## config.mk

```make
export PLATFORM = sky130hd
export DESIGN_NAME = iord_addr_unit
export DESIGN_NICKNAME = d
export VERILOG_FILES = /design/src/rtl/cpu_pkg.sv /design/src/rtl/addr_align_check.sv /design/src/rtl/iord_addr_unit.sv
export SDC_FILE = /design/constraint.sdc
export NUM_CORES = 1
export LEC_CHECK = 0
export BUFFER_PORTS_ARGS = -buffer_cell sky130_fd_sc_hd__buf_2
export CORE_ASPECT_RATIO = 2
export CORE_MARGIN = 2
export CORE_UTILIZATION = 37
export CTS_BUF_LIST = sky130_fd_sc_hd__clkbuf_16
export CTS_CLUSTER_DIAMETER = 150
export DETAILED_ROUTE_END_ITERATION = 12
export GPL_TIMING_DRIVEN = 0
export PLACE_DENSITY_LB_ADDON = 0.2
export RECOVER_POWER = 50
export SETUP_SLACK_MARGIN = 0.1
export SLEW_MARGIN = 15
export SYNTH_ARGS = -nofsm -noshare
export SYNTH_HDL_FRONTEND = slang
export SYNTH_SLANG_ARGS = --single-unit
```

## constraint.sdc

```tcl
create_clock -name clk -period 1.6 [get_ports clk]
set_clock_uncertainty 0.15 [all_clocks]
set_input_delay 0.32 -clock clk [delete_from_list [all_inputs] [get_ports clk]]
set_output_delay 0.32 -clock clk [all_outputs]
set_load 0.02 [all_outputs]
```

## src/rtl/cpu_pkg.sv

```systemverilog
// Shared datapath encodings: access sizes, memory-address unit states and source indices.
package cpu_pkg;

  localparam logic [1:0] SZ_BYTE = 2'b00;
  localparam logic [1:0] SZ_HALF = 2'b01;
  localparam logic [1:0] SZ_WORD = 2'b10;

  localparam int SRC_PC     = 0;
  localparam int SRC_ALUOUT = 1;

  typedef enum logic [1:0] {IDLE, WAIT, DONE, ERR} state_t;

endpackage

```

## src/rtl/addr_align_check.sv

```systemverilog
// Combinational alignment check of an address against an access size; size 11 is reserved and always faults.
module addr_align_check
  import cpu_pkg::*;
(
  input  logic [1:0] a,
  input  logic [1:0] size,
  output logic       fault
);

  always_comb begin
    fault = 1'b0;
    case (size)
      SZ_BYTE: fault = 1'b0;
      SZ_HALF: fault = a[0];
      SZ_WORD: fault = |a;
      default: fault = 1'b1;
    endcase
  end

endmodule

```

## src/rtl/iord_addr_unit.sv

```systemverilog
// Registered IorD address selector: picks a source, checks alignment and runs a wait-stated memory access.
module iord_addr_unit
  import cpu_pkg::*;
#(
  parameter  int WIDTH   = 32,
  parameter  int NSRC    = 4,
  parameter  int MEM_LAT = 1,
  localparam int SEL_W   = (NSRC > 1) ? $clog2(NSRC) : 1
) (
  input  logic                  clk,
  input  logic                  reset,
  input  logic                  start,
  input  logic [SEL_W-1:0]      sel,
  input  logic [NSRC*WIDTH-1:0] src_flat,
  input  logic [1:0]            size,
  input  logic                  write,
  output logic [WIDTH-1:0]      addr,
  output logic                  mem_wr,
  output logic                  busy,
  output logic                  done,
  output logic                  misalign,
  output logic                  bad_sel
);

  state_t           state, state_nx;
  logic [3:0]       cnt;
  logic             wr_q;
  logic [WIDTH-1:0] src_sel;
  logic             sel_ok, fault, accept;

  // Out-of-range selects fall through to zero, which keeps the fault check quiet.
  always_comb begin
    src_sel = '0;
    for (int i = 0; i < NSRC; i++)
      if (sel == SEL_W'(i)) src_sel = src_flat[i*WIDTH +: WIDTH];
  end

  assign sel_ok = ({1'b0, sel} < (SEL_W+1)'(NSRC));

  addr_align_check u_align (
    .a     (src_sel[1:0]),
    .size  (size),
    .fault (fault)
  );

  always_comb begin
    state_nx = state;
    accept   = start && (state != WAIT);
    case (state)
      IDLE, DONE, ERR: state_nx = IDLE;
      WAIT:            if (cnt == '0) state_nx = DONE;
      default:         state_nx = IDLE;
    endcase
    if (accept) state_nx = (!sel_ok || fault) ? ERR : WAIT;
    busy   = (state == WAIT);
    done   = (state == DONE);
    mem_wr = busy && wr_q;
  end

  always_ff @(posedge clk) begin
    if (reset) begin
      state    <= IDLE;
      cnt      <= '0;
      addr     <= '0;
      wr_q     <= 1'b0;
      misalign <= 1'b0;
      bad_sel  <= 1'b0;
    end else begin
      state    <= state_nx;
      misalign <= 1'b0;
      bad_sel  <= 1'b0;
      if (accept) begin
        // Faulting address is kept so the control unit can capture it.
        addr     <= src_sel;
        wr_q     <= write;
        cnt      <= 4'(MEM_LAT);
        bad_sel  <= !sel_ok;
        misalign <= sel_ok && fault;
      end else if (state == WAIT && cnt != '0) begin
        cnt <= cnt - 4'd1;
      end
    end
  end

endmodule

```

==> results_tabular.tex <==
\begin{tabular}{lr}
\hline
Metric & Value \\
\hline
\multicolumn{2}{l}{\textbf{Finish}} \\
Post-Route Utilization & between 50\% and 60\% \\
Final-layout fill cell count & 661 \\
Area growth, synth to finish & 47.79\% \\
Net count, final & between 500 and 600 \\
Count of antenna diodes in the layout & 0 \\
Ratio of cells with drive above 1 in the final layout & 45.28\% \\
Post-Layout Inst Area & between 3000 and 4000 um2 \\
\multicolumn{2}{l}{\textbf{Global routing}} \\
GRT Util Overall & a little under a fifth \\
Vias in the first global route & between 2000 and 2500 \\
Global-route congestion overflow total & 0 \\
Largest net degree at the start of global routing & 13 \\
First-pass GRT wire length & a little over 10000 um \\
Antenna violations before repair & 0 \\
\multicolumn{2}{l}{\textbf{STA}} \\
Total negative slack for setup checks & 0 ps \\
Final number of hold-violating endpoints & 0 \\
Period utilisation layout & approximately 99\% \\
Achievable Freq & around 0.63 GHz \\
Count of endpoints failing setup in the final report & 0 \\
Clock period minus worst slack & roughly 1600 ps \\
Count of final max-slew check failures & 0 \\
RSZ-0062 raised after global routing & yes \\
\multicolumn{2}{l}{\textbf{Route}} \\
DR vias/cell & slightly below 5 \\
Drc violations & 0 \\
Number of iterations in the first detailed-routing pass & 4 \\
Total wire length & $\sim$7000 um \\
Number of vias in the routed layout & approximately 2400 \\
Post-detailed-route count of antenna-violating nets & 0 \\
Routed len/inst & around 14 um \\
Iteration-0 DRC count of the detailed router & 82 \\
\multicolumn{2}{l}{\textbf{Setup path}} \\
Kind of start point of the critical path & register \\
Path type of the worst setup path & reg2out \\
Instance count on the critical path & 5 \\
Type of destination of the critical path & output port \\
FF-to-FF Start & state[1] \\
Crit Path Max Fanout & 4 \\
Critical path launch point & state[1] \\
Register-to-register setup slack & 140 ps \\
Ordered cell list for the critical path & nand2b\_4 > buf\_6 > inv\_2 > and2\_4 > buf\_6 \\
Logic depth of the worst register-to-register path & 7 \\
Arr. time, crit path & between 1000 and 1500 ps \\
Slowest cell on the critical path & dfxtp\_2 \\
Number of buffers and inverters on the critical path & 3 \\
CP max stage delay & 320 ps \\
Most Frequent Cell on Critical Path & buf\_6 \\
Data required time at the worst endpoint & around 1100 ps \\
Worst reg2reg path endpoint & addr[29] \\
Critical path capture point & mem\_wr \\
Category of cells accounting for the largest share of critical-path delay & flip-flops \\
\multicolumn{2}{l}{\textbf{Die}} \\
Number of placement rows & 41 \\
Die Ht & 118.8 um \\
Placeable Area & 6361 um2 \\
Chip Width & $\sim$60 um \\
Starting density of the core & a little under two fifths \\
Overall die area & 7292 um2 \\
Io pins & 173 \\
\multicolumn{2}{l}{\textbf{Logic synthesis}} \\
Post-synth top area share & around a third \\
Fraction of synthesized cell area in xor and xnor cells & 0.7187\% \\
Synthesized-area fraction occupied by ao, oa, aoi and oai cells & roughly 11\% \\
Number of warnings issued by yosys & 0 \\
Multiplexer area fraction after synthesis & 33.16\% \\
Most area-consuming cells after synthesis & dfxtp\_1 33\%, mux4\_1 24\%, nand2\_1 10\%, mux4\_2 7.4\%, a21oi\_1 6.8\% \\
Post-synth top area cell & dfxtp\_1 \\
Fraction of the yosys area taken by sequential cells & between 30\% and 40\% \\
Arithmetic-cell share of the synthesized area counting full adders, half adders and majority gates & less than 1\% \\
Area share of and/or/nand/nor cells after synthesis & between 10 and 15\% \\
Post-Synthesis Cells & $\sim$230 \\
Post-synthesis register bit count & 40 \\
Syn Std Cell Area & 2437 um2 \\
Net count after synthesis & 369 \\
Mean instance size in the synthesized netlist & between 10 and 15 um2 \\
Library cells used by synthesis & 32 \\
Combinational family with the most area after synthesis & multiplexers \\
\multicolumn{2}{l}{\textbf{Pwr}} \\
Peak ir drop on the vdd network & approximately 500 uV \\
Tot Pwr & $\sim$3000 uW \\
Cell area power density & slightly above 800 nW/um2 \\
Static Leak & about 0.0016 uW \\
\multicolumn{2}{l}{\textbf{CTS}} \\
Max Root-Sink Buffers & 2 \\
Clk Latency, worst-skew pair & around 280 ps \\
Reg clk slew, reported paths & about 60 ps \\
Total number of H-tree levels & 2 \\
Master cell of the clock root buffer & clkbuf\_16 \\
Clock tree from TritonCTS & done \\
Count of hold buffers inserted by post-cts repair & 0 \\
Num Clock Sinks & 40 \\
Number of clock buffers inserted by TritonCTS & 5 \\
\multicolumn{2}{l}{\textbf{Placement}} \\
Number of port buffers & around 170 \\
Weighted congestion at the end of routability-driven global placement & 0.7251 \\
Post-Place Cell Area & roughly 3400 um2 \\
Detail Placement HPWL & 5761 um \\
\multicolumn{2}{l}{\textbf{Worst hold path}} \\
Worst min-delay path class & in2reg \\
Hold Crit Start & reset \\
\multicolumn{2}{l}{\textbf{Run}} \\
Max-capacitance violation count & 0 \\
\multicolumn{2}{l}{\textbf{Status}} \\
Run status & finished clean \\
\hline
\end{tabular}
==> per-layer routing <==
metal  vias to the layer above  part of all wire, %  GRT usage, %
met1                      1089                   35         19.76
met3                        15                  5.8         3.173
met5                         -                    0             0
li1                       1207                    -             -
met4                         0                  3.0         9.043
met2                        97                   57         34.18
==> where the power goes <==
| part | internal, uW | leakage (uW) | switching [uW] |
|---|---|---|---|
| registers | 1070 | 0.000329 | 36.9 |
| logic | 386 | 0.00122 | 377 |
| clock network | 724 | 0.0000789 | 373 |
==> worst register-to-register path, stage by stage (launching register included) <==
cell and delay, ps:
dfxtp_2 320, nand2b_4 130, buf_6 120, and2_1 170
buf_6 150, buf_6 150, nand2_1 80, a21oi_1 60
==> through the flow <==
stage	setup slack (ps)	hold slack, ps	std cells
after CTS	5.374	110.3	499
after detailed placement	-42.25	293.5	487
after global placement	-35.88	289.0	487
final	10.10	132.2	499
after floorplan	83.64	246.0	232
after global routing	-27.19	133.9	499
==> logic make-up after synthesis <==
logic type      Yosys count
simple gates             87
buf+inv                  24
mux                      35
compound gates           42
flops                    40
fa+ha+maj                 1
other cells               1
xor+xnor                  2
==> worst min-delay path by stage <==
stage	endpoint	cells after the start
after floorplan	cnt[1]	1
after global placement	addr[11]	2
after detailed placement	addr[19]	2
after CTS	cnt[1]	2
after global routing	cnt[1]	2
final	cnt[1]	2
==> what timing repair did <==
action | in CTS | in global routing
buffers inserted | 4 | 0
resized for setup | 10 | 9
setup endpoints to repair | 33 | 26
pin swaps | 3 | 0
==> Yosys cell counts <==
cell type / number
inv_1: 3
a2111oi_2: 1
nor3_1: 3
nand2_1: 68
xnor2_1: 2
mux4_2: 8
or3_1: 1
nor2_1: 5
buf_6: 3
nand2b_1: 3
a211oi_2: 2
dfxtp_1: 40
o221ai_2: 1
ha_1: 1
a21oi_4: 1
o22ai_2: 1
mux2i_1: 5
nor3b_1: 1
nand3_1: 1
mux4_1: 22
a211oi_1: 1
buf_2: 8
clkbuf_1: 4
buf_4: 5
o22ai_1: 1
nor2b_1: 2
a22oi_2: 1
and2_1: 2
buf_12: 1
conb_1: 1
nor3_2: 1
a21oi_1: 33
==> cells in the final DEF (no fill, tap or decap), types with 2 or more instances in the layout <==
cell type / n
nor3_1: 3
buf_2: 140
a21oi_1: 33
dfxtp_1: 38
inv_1: 2
nor2b_1: 2
mux2i_1: 5
nand2b_1: 2
xnor2_1: 2
buf_6: 4
mux4_2: 9
nand2_1: 68
a211oi_2: 2
clkbuf_1: 37
clkbuf_16: 5
buf_4: 7
buf_8: 3
dfxtp_2: 2
mux4_1: 21
clkinv_1: 2
nor2_1: 4
==> area by class of cell <==
cell class | instances | area (um2) | share of cell area [%]
clock inverter | 3 | 37.54 | 1.042
clock buffer | 5 | 125.1 | 3.473
buffer | 21 | 173.9 | 4.828
sequential | 40 | 803.3 | 22.30
timing repair buffer | 173 | 840.8 | 23.34
tap | 86 | 107.6 | 2.987
inverter | 3 | 11.26 | 0.3126
multi-input combinational | 168 | 1503 | 41.72
==> state kept, by name (all words and copies together), names as in the netlist <==
register	cells
addr	32
cnt	4
misalign	1
state	2
wr_q	1
(Power assumes the default switching activity.)
